==> src/rtl/axis_byte_packer_pkg.sv <==
// Shared constants and helpers for the byte-to-word AXI-Stream packer.
// DEF_BYTES is the default output word width; modules may override it.
package axis_pack_pkg;

    localparam int BYTE_W    = 8;
    localparam int DEF_BYTES = 4;

    typedef logic [$clog2(DEF_BYTES)-1:0] lane_cnt_t;

    // Mask with the low 'lanes' bits set, e.g. keep_mask(2) = 4'b0011.
    function automatic logic [DEF_BYTES-1:0] keep_mask(input int lanes);
        logic [DEF_BYTES-1:0] m;
        m = '0;
        for (int k = 0; k < DEF_BYTES; k++) begin
            if (k < lanes) m[k] = 1'b1;
        end
        return m;
    endfunction

endpackage

==> src/rtl/axis_byte_packer_if.sv <==
// Byte-in / word-out stream bundle around the packer.
// Handshake: a beat transfers on a rising clk edge where valid & ready are both 1;
// a source holds valid and its payload stable until that edge, and ready may
// depend combinationally on the same-cycle payload (in_tready looks at in_tlast).
interface axis_byte_packer_if #(
    parameter int BYTES = 4
);
    logic [7:0]         in_tdata;
    logic               in_tvalid;
    logic               in_tlast;
    logic               in_tready;
    logic [8*BYTES-1:0] out_tdata;
    logic [BYTES-1:0]   out_tkeep;
    logic               out_tlast;
    logic               out_tvalid;
    logic               out_tready;

    // Packer side.
    modport slave (
        input  in_tdata, in_tvalid, in_tlast, out_tready,
        output in_tready, out_tdata, out_tkeep, out_tlast, out_tvalid
    );

    // Byte source / word sink side.
    modport master (
        output in_tdata, in_tvalid, in_tlast, out_tready,
        input  in_tready, out_tdata, out_tkeep, out_tlast, out_tvalid
    );
endinterface

==> src/rtl/axis_byte_packer_out_reg.sv <==
// Single-entry AXI-Stream holding register for a packed word.
// The loader only asserts i_load when the entry is empty or draining this cycle.
module axis_out_reg
    import axis_pack_pkg::*;
#(
    parameter int BYTES = DEF_BYTES
) (
    input  logic                    clk,
    input  logic                    reset_n,
    input  logic                    i_load,
    input  logic [BYTE_W*BYTES-1:0] i_data,
    input  logic [BYTES-1:0]        i_keep,
    input  logic                    i_last,
    input  logic                    i_ready,
    output logic                    o_valid,
    output logic [BYTE_W*BYTES-1:0] o_data,
    output logic [BYTES-1:0]        o_keep,
    output logic                    o_last
);
    logic                    r_valid;
    logic [BYTE_W*BYTES-1:0] r_data;
    logic [BYTES-1:0]        r_keep;
    logic                    r_last;

    always_ff @(posedge clk) begin
        if (!reset_n) begin
            r_valid <= 1'b0;
            r_data  <= '0;
            r_keep  <= '0;
            r_last  <= 1'b0;
        end else if (i_load) begin
            r_valid <= 1'b1;
            r_data  <= i_data;
            r_keep  <= i_keep;
            r_last  <= i_last;
        end else if (i_ready) begin
            // Payload is left as-is after a drain; only valid drops.
            r_valid <= 1'b0;
        end
    end

    assign o_valid = r_valid;
    assign o_data  = r_data;
    assign o_keep  = r_keep;
    assign o_last  = r_last;
endmodule

==> src/rtl/axis_byte_packer.sv <==
// Packs an 8-bit AXI-Stream into BYTES-wide words, first byte in lane 0,
// closing a word early on in_tlast with out_tkeep marking the filled lanes.
module axis_byte_packer
    import axis_pack_pkg::*;
#(
    parameter int BYTES = DEF_BYTES
) (
    input  logic               clk,
    input  logic               reset_n,
    axis_byte_packer_if.slave  bus
);
    localparam int CNT_W = $clog2(BYTES);
    localparam int W     = BYTE_W * BYTES;

    logic [CNT_W-1:0] r_cnt;
    logic [W-1:0]     r_acc;
    logic [BYTES-1:0] r_acc_keep;

    logic             w_out_valid;
    logic             w_last_lane;
    logic             w_in_tready;
    logic             w_accept;
    logic             w_complete;
    logic [W-1:0]     w_word;
    logic [BYTES-1:0] w_keep;

    assign w_last_lane = (r_cnt == CNT_W'(BYTES-1)) | bus.in_tlast;
    // Only a word-completing byte needs the output register free.
    assign w_in_tready = reset_n & (~w_out_valid | bus.out_tready | ~w_last_lane);
    assign w_accept    = bus.in_tvalid & w_in_tready;
    assign w_complete  = w_accept & w_last_lane;

    // Accumulator merged with the incoming byte; lanes above r_cnt stay zero.
    always_comb begin
        w_word = r_acc;
        w_keep = r_acc_keep;
        for (int k = 0; k < BYTES; k++) begin
            if (CNT_W'(k) == r_cnt) begin
                w_word[k*BYTE_W +: BYTE_W] = bus.in_tdata;
                w_keep[k]                  = 1'b1;
            end
        end
    end

    always_ff @(posedge clk) begin
        if (!reset_n || w_complete) begin
            r_cnt      <= '0;
            r_acc      <= '0;
            r_acc_keep <= '0;
        end else if (w_accept) begin
            r_cnt      <= r_cnt + CNT_W'(1);
            r_acc      <= w_word;
            r_acc_keep <= w_keep;
        end
    end

    axis_out_reg #(.BYTES(BYTES)) u_out_reg (
        .clk     (clk),
        .reset_n (reset_n),
        .i_load  (w_complete),
        .i_data  (w_word),
        .i_keep  (w_keep),
        .i_last  (bus.in_tlast),
        .i_ready (bus.out_tready),
        .o_valid (w_out_valid),
        .o_data  (bus.out_tdata),
        .o_keep  (bus.out_tkeep),
        .o_last  (bus.out_tlast)
    );

    assign bus.in_tready  = w_in_tready;
    assign bus.out_tvalid = w_out_valid;
endmodule

==> src/flat_wrapper.sv <==
// flat-port wrapper written by rule: the top's interface ports become plain ports
module axis_byte_packer_flat import axis_pack_pkg::*;
#(
    parameter int BYTES = DEF_BYTES
)
  (clk, reset_n, bus_in_tdata, bus_in_tvalid, bus_in_tlast, bus_out_tready, bus_in_tready, bus_out_tdata, bus_out_tkeep, bus_out_tlast, bus_out_tvalid);
  axis_byte_packer_if #(.BYTES(BYTES)) bus_i ();
  input  logic clk;
  input  logic reset_n;
  input wire logic [$bits(bus_i.in_tdata)-1:0] bus_in_tdata;
  input wire logic [$bits(bus_i.in_tvalid)-1:0] bus_in_tvalid;
  input wire logic [$bits(bus_i.in_tlast)-1:0] bus_in_tlast;
  input wire logic [$bits(bus_i.out_tready)-1:0] bus_out_tready;
  output wire logic [$bits(bus_i.in_tready)-1:0] bus_in_tready;
  output wire logic [$bits(bus_i.out_tdata)-1:0] bus_out_tdata;
  output wire logic [$bits(bus_i.out_tkeep)-1:0] bus_out_tkeep;
  output wire logic [$bits(bus_i.out_tlast)-1:0] bus_out_tlast;
  output wire logic [$bits(bus_i.out_tvalid)-1:0] bus_out_tvalid;
  assign bus_i.in_tdata = bus_in_tdata;
  assign bus_i.in_tvalid = bus_in_tvalid;
  assign bus_i.in_tlast = bus_in_tlast;
  assign bus_i.out_tready = bus_out_tready;
  assign bus_in_tready = bus_i.in_tready;
  assign bus_out_tdata = bus_i.out_tdata;
  assign bus_out_tkeep = bus_i.out_tkeep;
  assign bus_out_tlast = bus_i.out_tlast;
  assign bus_out_tvalid = bus_i.out_tvalid;
  axis_byte_packer #(.BYTES(BYTES)) u_core (.clk(clk), .reset_n(reset_n), .bus(bus_i));
endmodule
==> config.mk <==
export PLATFORM = sky130hd
export DESIGN_NAME = axis_byte_packer_flat
export DESIGN_NICKNAME = d
export VERILOG_FILES = /design/src/rtl/axis_byte_packer_pkg.sv /design/src/rtl/axis_byte_packer_if.sv /design/src/rtl/axis_byte_packer_out_reg.sv /design/src/rtl/axis_byte_packer.sv /design/src/flat_wrapper.sv
export SDC_FILE = /design/constraint.sdc
export NUM_CORES = 1
export LEC_CHECK = 0
export BUFFER_PORTS_ARGS = -buffer_cell sky130_fd_sc_hd__buf_2
export CORE_MARGIN = 2
export CORE_UTILIZATION = 59
export DETAILED_ROUTE_END_ITERATION = 12
export PLACE_DENSITY_LB_ADDON = 0.2
export REMOVE_ABC_BUFFERS = 1
export SLEW_MARGIN = 20
export SYNTH_ARGS = -nofsm -noshare
export SYNTH_HDL_FRONTEND = slang
export SYNTH_SLANG_ARGS = --single-unit
export TNS_END_PERCENT = 20
==> constraint.sdc <==
create_clock -name clk -period 4.5 [get_ports clk]
set_input_delay 0.675 -clock clk [delete_from_list [all_inputs] [get_ports clk]]
set_output_delay 0.675 -clock clk [all_outputs]
set_load 0.005 [all_outputs]
==> flow_summary_export.csv <==
group,metric,value,unit
floorplan,core_area,5070,sq um
clocking,root_buffer,"clkbuf_8",
layout,drive_gt1_frac,0.218,
power_and_ir_drop,p_sw,0.317,mW
setup_path,critPathMaxFanout,25,
floorplan,die_w,76.1,um
grt,antenna_found_initial,0,
sta,holdWs,0.453,ns
power_and_ir_drop,p_total,1.33,mW
routing,routed_wl,6270,um
place,port_buffers,51,
sta,maxSlewViolCount,0,
floorplan,start_util,0.605,
setup_path,rr_worst_depth,5,
layout,final_common_cell,"dfxtp_1",
setup_path,critPathKind,"reg2reg",
clocking,cts_made_buffers,9,
sta,fin_crit_sh,0.624,
logic_synthesis,ys_seq_area_frac,0.496,
grt,grt_pass1_vias,2120,
layout,nets,375,
worst_hold_path,min_from,"u_core.u_out_reg.o_data[7]",
routing,drc,0,
clocking,cts_tree,"done",
layout,n_fill_cell,439,
setup_path,cp-start-kind,"flip-flop",
layout,antenna_cells,0,
logic_synthesis,synth.distinct_cells,27,
place,routabilityCongestion,0.778,
floorplan,die_y,76.1,um
sta,finalHoldViolCount,0,
sta,setup_violations,0,
place,dp_hpwl,3960,um
clocking,clock_sinks,76,
routing,ant_nets,0,
setup_path,endpoint_kind,"flip-flop",
setup_path,rr_endpoint,"u_core.u_out_reg.o_keep[1]",
place,place_area,3300,sq um
grt,met3_usage,0.0533,
sta,fin_worst_skew,0.00347,ns
logic_synthesis,syn_area,3070,sq um
grt,grt_usage,0.226,
worst_hold_path,min_path_cells,2,
power_and_ir_drop,ir_worst_vdd,0.304,mV
clocking,h-tree-depth,3,
sta,tightest_slew,0.945,ns
power_and_ir_drop,p_int,1.01,mW
layout,regArea,1520,sq um
layout,syn_to_final_growth,14.8,%
routing,via_per_inst,5.35,
grt,grt_max_degree,39,
power_and_ir_drop,p_seq_frac,0.523,
grt,grt-busiest-layer,"met2",
sta,max_freq,356,MHz
clocking,insertion_delay,0.34,ns
layout,multi_input_area,1400,sq um
logic_synthesis,synth.ff_latch_count,76,
layout,stdcell_area,3520,sq um
worst_hold_path,whs_endpoint,"u_core.u_out_reg.o_data[7]",
grt,grt_use_met2,0.354,
logic_synthesis,syn_inst,321,
layout,final_cell_mix,"76 x dfxtp_1, 64 x mux2i_1, 56 x nor2_1, 51 x buf_2, 25 x nand2_1",
worst_hold_path,hp-class,"reg2reg",
logic_synthesis,yosys-top-cells-area,"dfxtp_1 50%, mux2i_1 21%, nor2_1 6.8%",
power_and_ir_drop,power_density,377,nW/um^2
setup_path,ff2ff_setup_slack,1.69,ns
logic_synthesis,yosysTopAreaCell,"dfxtp_1",
clocking,cts_setup_buffers,0,
routing,wl_per_cell,14.5,um
floorplan,ios,52,
floorplan,row_count,26,
routing,first_pass_iters,4,
clocking,ctsResizeCount,0,
setup_path,cp_data_required_time,4.72,ns
status,status,"finished, final reports clean",
sta,final.setup.tns,0,ns
clocking,postCtsHoldBufs,0,
grt,gr-total-overflow,0,
power_and_ir_drop,leakage,1.37,nW
power_and_ir_drop,clock_power_share,0.398,
floorplan,die-area,5800,sq um
routing,num_vias,2315,
sta,fin_crit,2.81,ns
clocking,clock_path_buffers,2,
grt,use_met1,0.310,
power_and_ir_drop,p_sw_frac,0.238,
logic_synthesis,avgSynthCellArea,9.56,sq um
logic_synthesis,synth_top_area_frac,0.496,
clocking,clk_pin_slew,0.08,ns
run,max-cap-violations,0,
logic_synthesis,synth-warning-count,0,
grt,grt_pass1_wl,10300,um
power_and_ir_drop,power_frac_comb,0.079,
routing,dr.first_iter.drc_count,157,
setup_path,cp.arrival,3.02,ns
sta,max_slew_margin,0.368,
setup_path,reg2reg_from,"u_core.r_cnt[0]",
sta,rsz0062_at_grt,"false",
## layer usage
layer | wire [um] | vias up
met4 | 68 | 0
met3 | 324 | 8
met2 | 2880 | 54
met5 | 0 | -
li1 | - | 1158
met1 | 3000 | 1095
## state kept, by name, indices dropped and copies added (netlist names)
name / cells
u_core.u_out_reg.o_valid: 1
u_core.r_cnt: 2
u_core.u_out_reg.o_keep: 4
u_core.u_out_reg.o_last: 1
u_core.r_acc: 32
u_core.u_out_reg.o_data: 32
u_core.r_acc_keep: 4
## stage by stage
stage / util / cells / setup slack, ns
3_5_place_dp: 0.650 / 416 / 1.71
6_report: 0.694 / 433 / 1.69
5_1_grt: 0.694 / 433 / 1.28
2_1_floorplan: - / 291 / 2.26
4_1_cts: 0.690 / 432 / 1.71
3_3_place_gp: 0.650 / 416 / 1.75
## worst max-delay path: stages (launching register included)
cell     delay, ns
dfxtp_1       0.41
ha_1          0.61
or2_1         0.37
nand4_1       0.80
nor3_1        0.41
nor3_1        0.07
## Yosys cell counts, drive strengths merged
| cell | instances |
|---|---|
| ha | 4 |
| a31oi | 2 |
| nand2b | 1 |
| nor3 | 6 |
| or2 | 1 |
| clkbuf | 14 |
| nor2b | 1 |
| a211oi | 11 |
| nor3b | 1 |
| mux2i | 64 |
| o21ai | 24 |
| buf | 16 |
| xnor2 | 1 |
| dfxtp | 76 |
| nand2 | 25 |
| nor2 | 57 |
| a21oi | 8 |
| inv | 2 |
| clkinv | 1 |
| nand4 | 1 |
| nand3 | 5 |
## logic make-up after synthesis
family,share of synthesized area
xor gates and xnor gates,0.00285
AOI/OAI and AO/OA,0.0913
adders and majority gates,0.0163
and+or+nand+nor,0.133
buffers and inverters,0.0518
muxes,0.209
DFF,0.496
## how the worst max path moves through the flow
stage / start / end / cells past startpoint
after global placement: reset_n / u_core.u_out_reg.o_data[16] / 5
after global routing: u_core.r_cnt[0] / u_core.u_out_reg.o_keep[1] / 5
final: u_core.r_cnt[0] / u_core.u_out_reg.o_keep[1] / 5
after detailed placement: u_core.r_cnt[0] / u_core.u_out_reg.o_keep[1] / 5
after floorplan: u_core.r_cnt[0] / u_core.u_out_reg.o_data[0] / 5
after CTS: u_core.r_cnt[0] / u_core.u_out_reg.o_keep[1] / 5
## final cells by class
cell class	instances	share of cell area
clock buffers	12	0.0440
clock inverters	4	0.0135
inverters	3	0.00320
multi-input cells	212	0.398
flip-flops and latches	76	0.432
well taps	70	0.0249
repair buffers	56	0.0842
## power groups by stage
stage,Clock (mW),Sequential [mW],Combinational [mW]
finish,0.529,0.696,0.106
global route,0.567,0.698,0.117
CTS,0.535,0.696,0.105
detailed placement,0,0.711,0.104
global placement,0,0.710,0.103
floorplan,0,0.711,0.0600
Power figures use the tool's default switching activity.
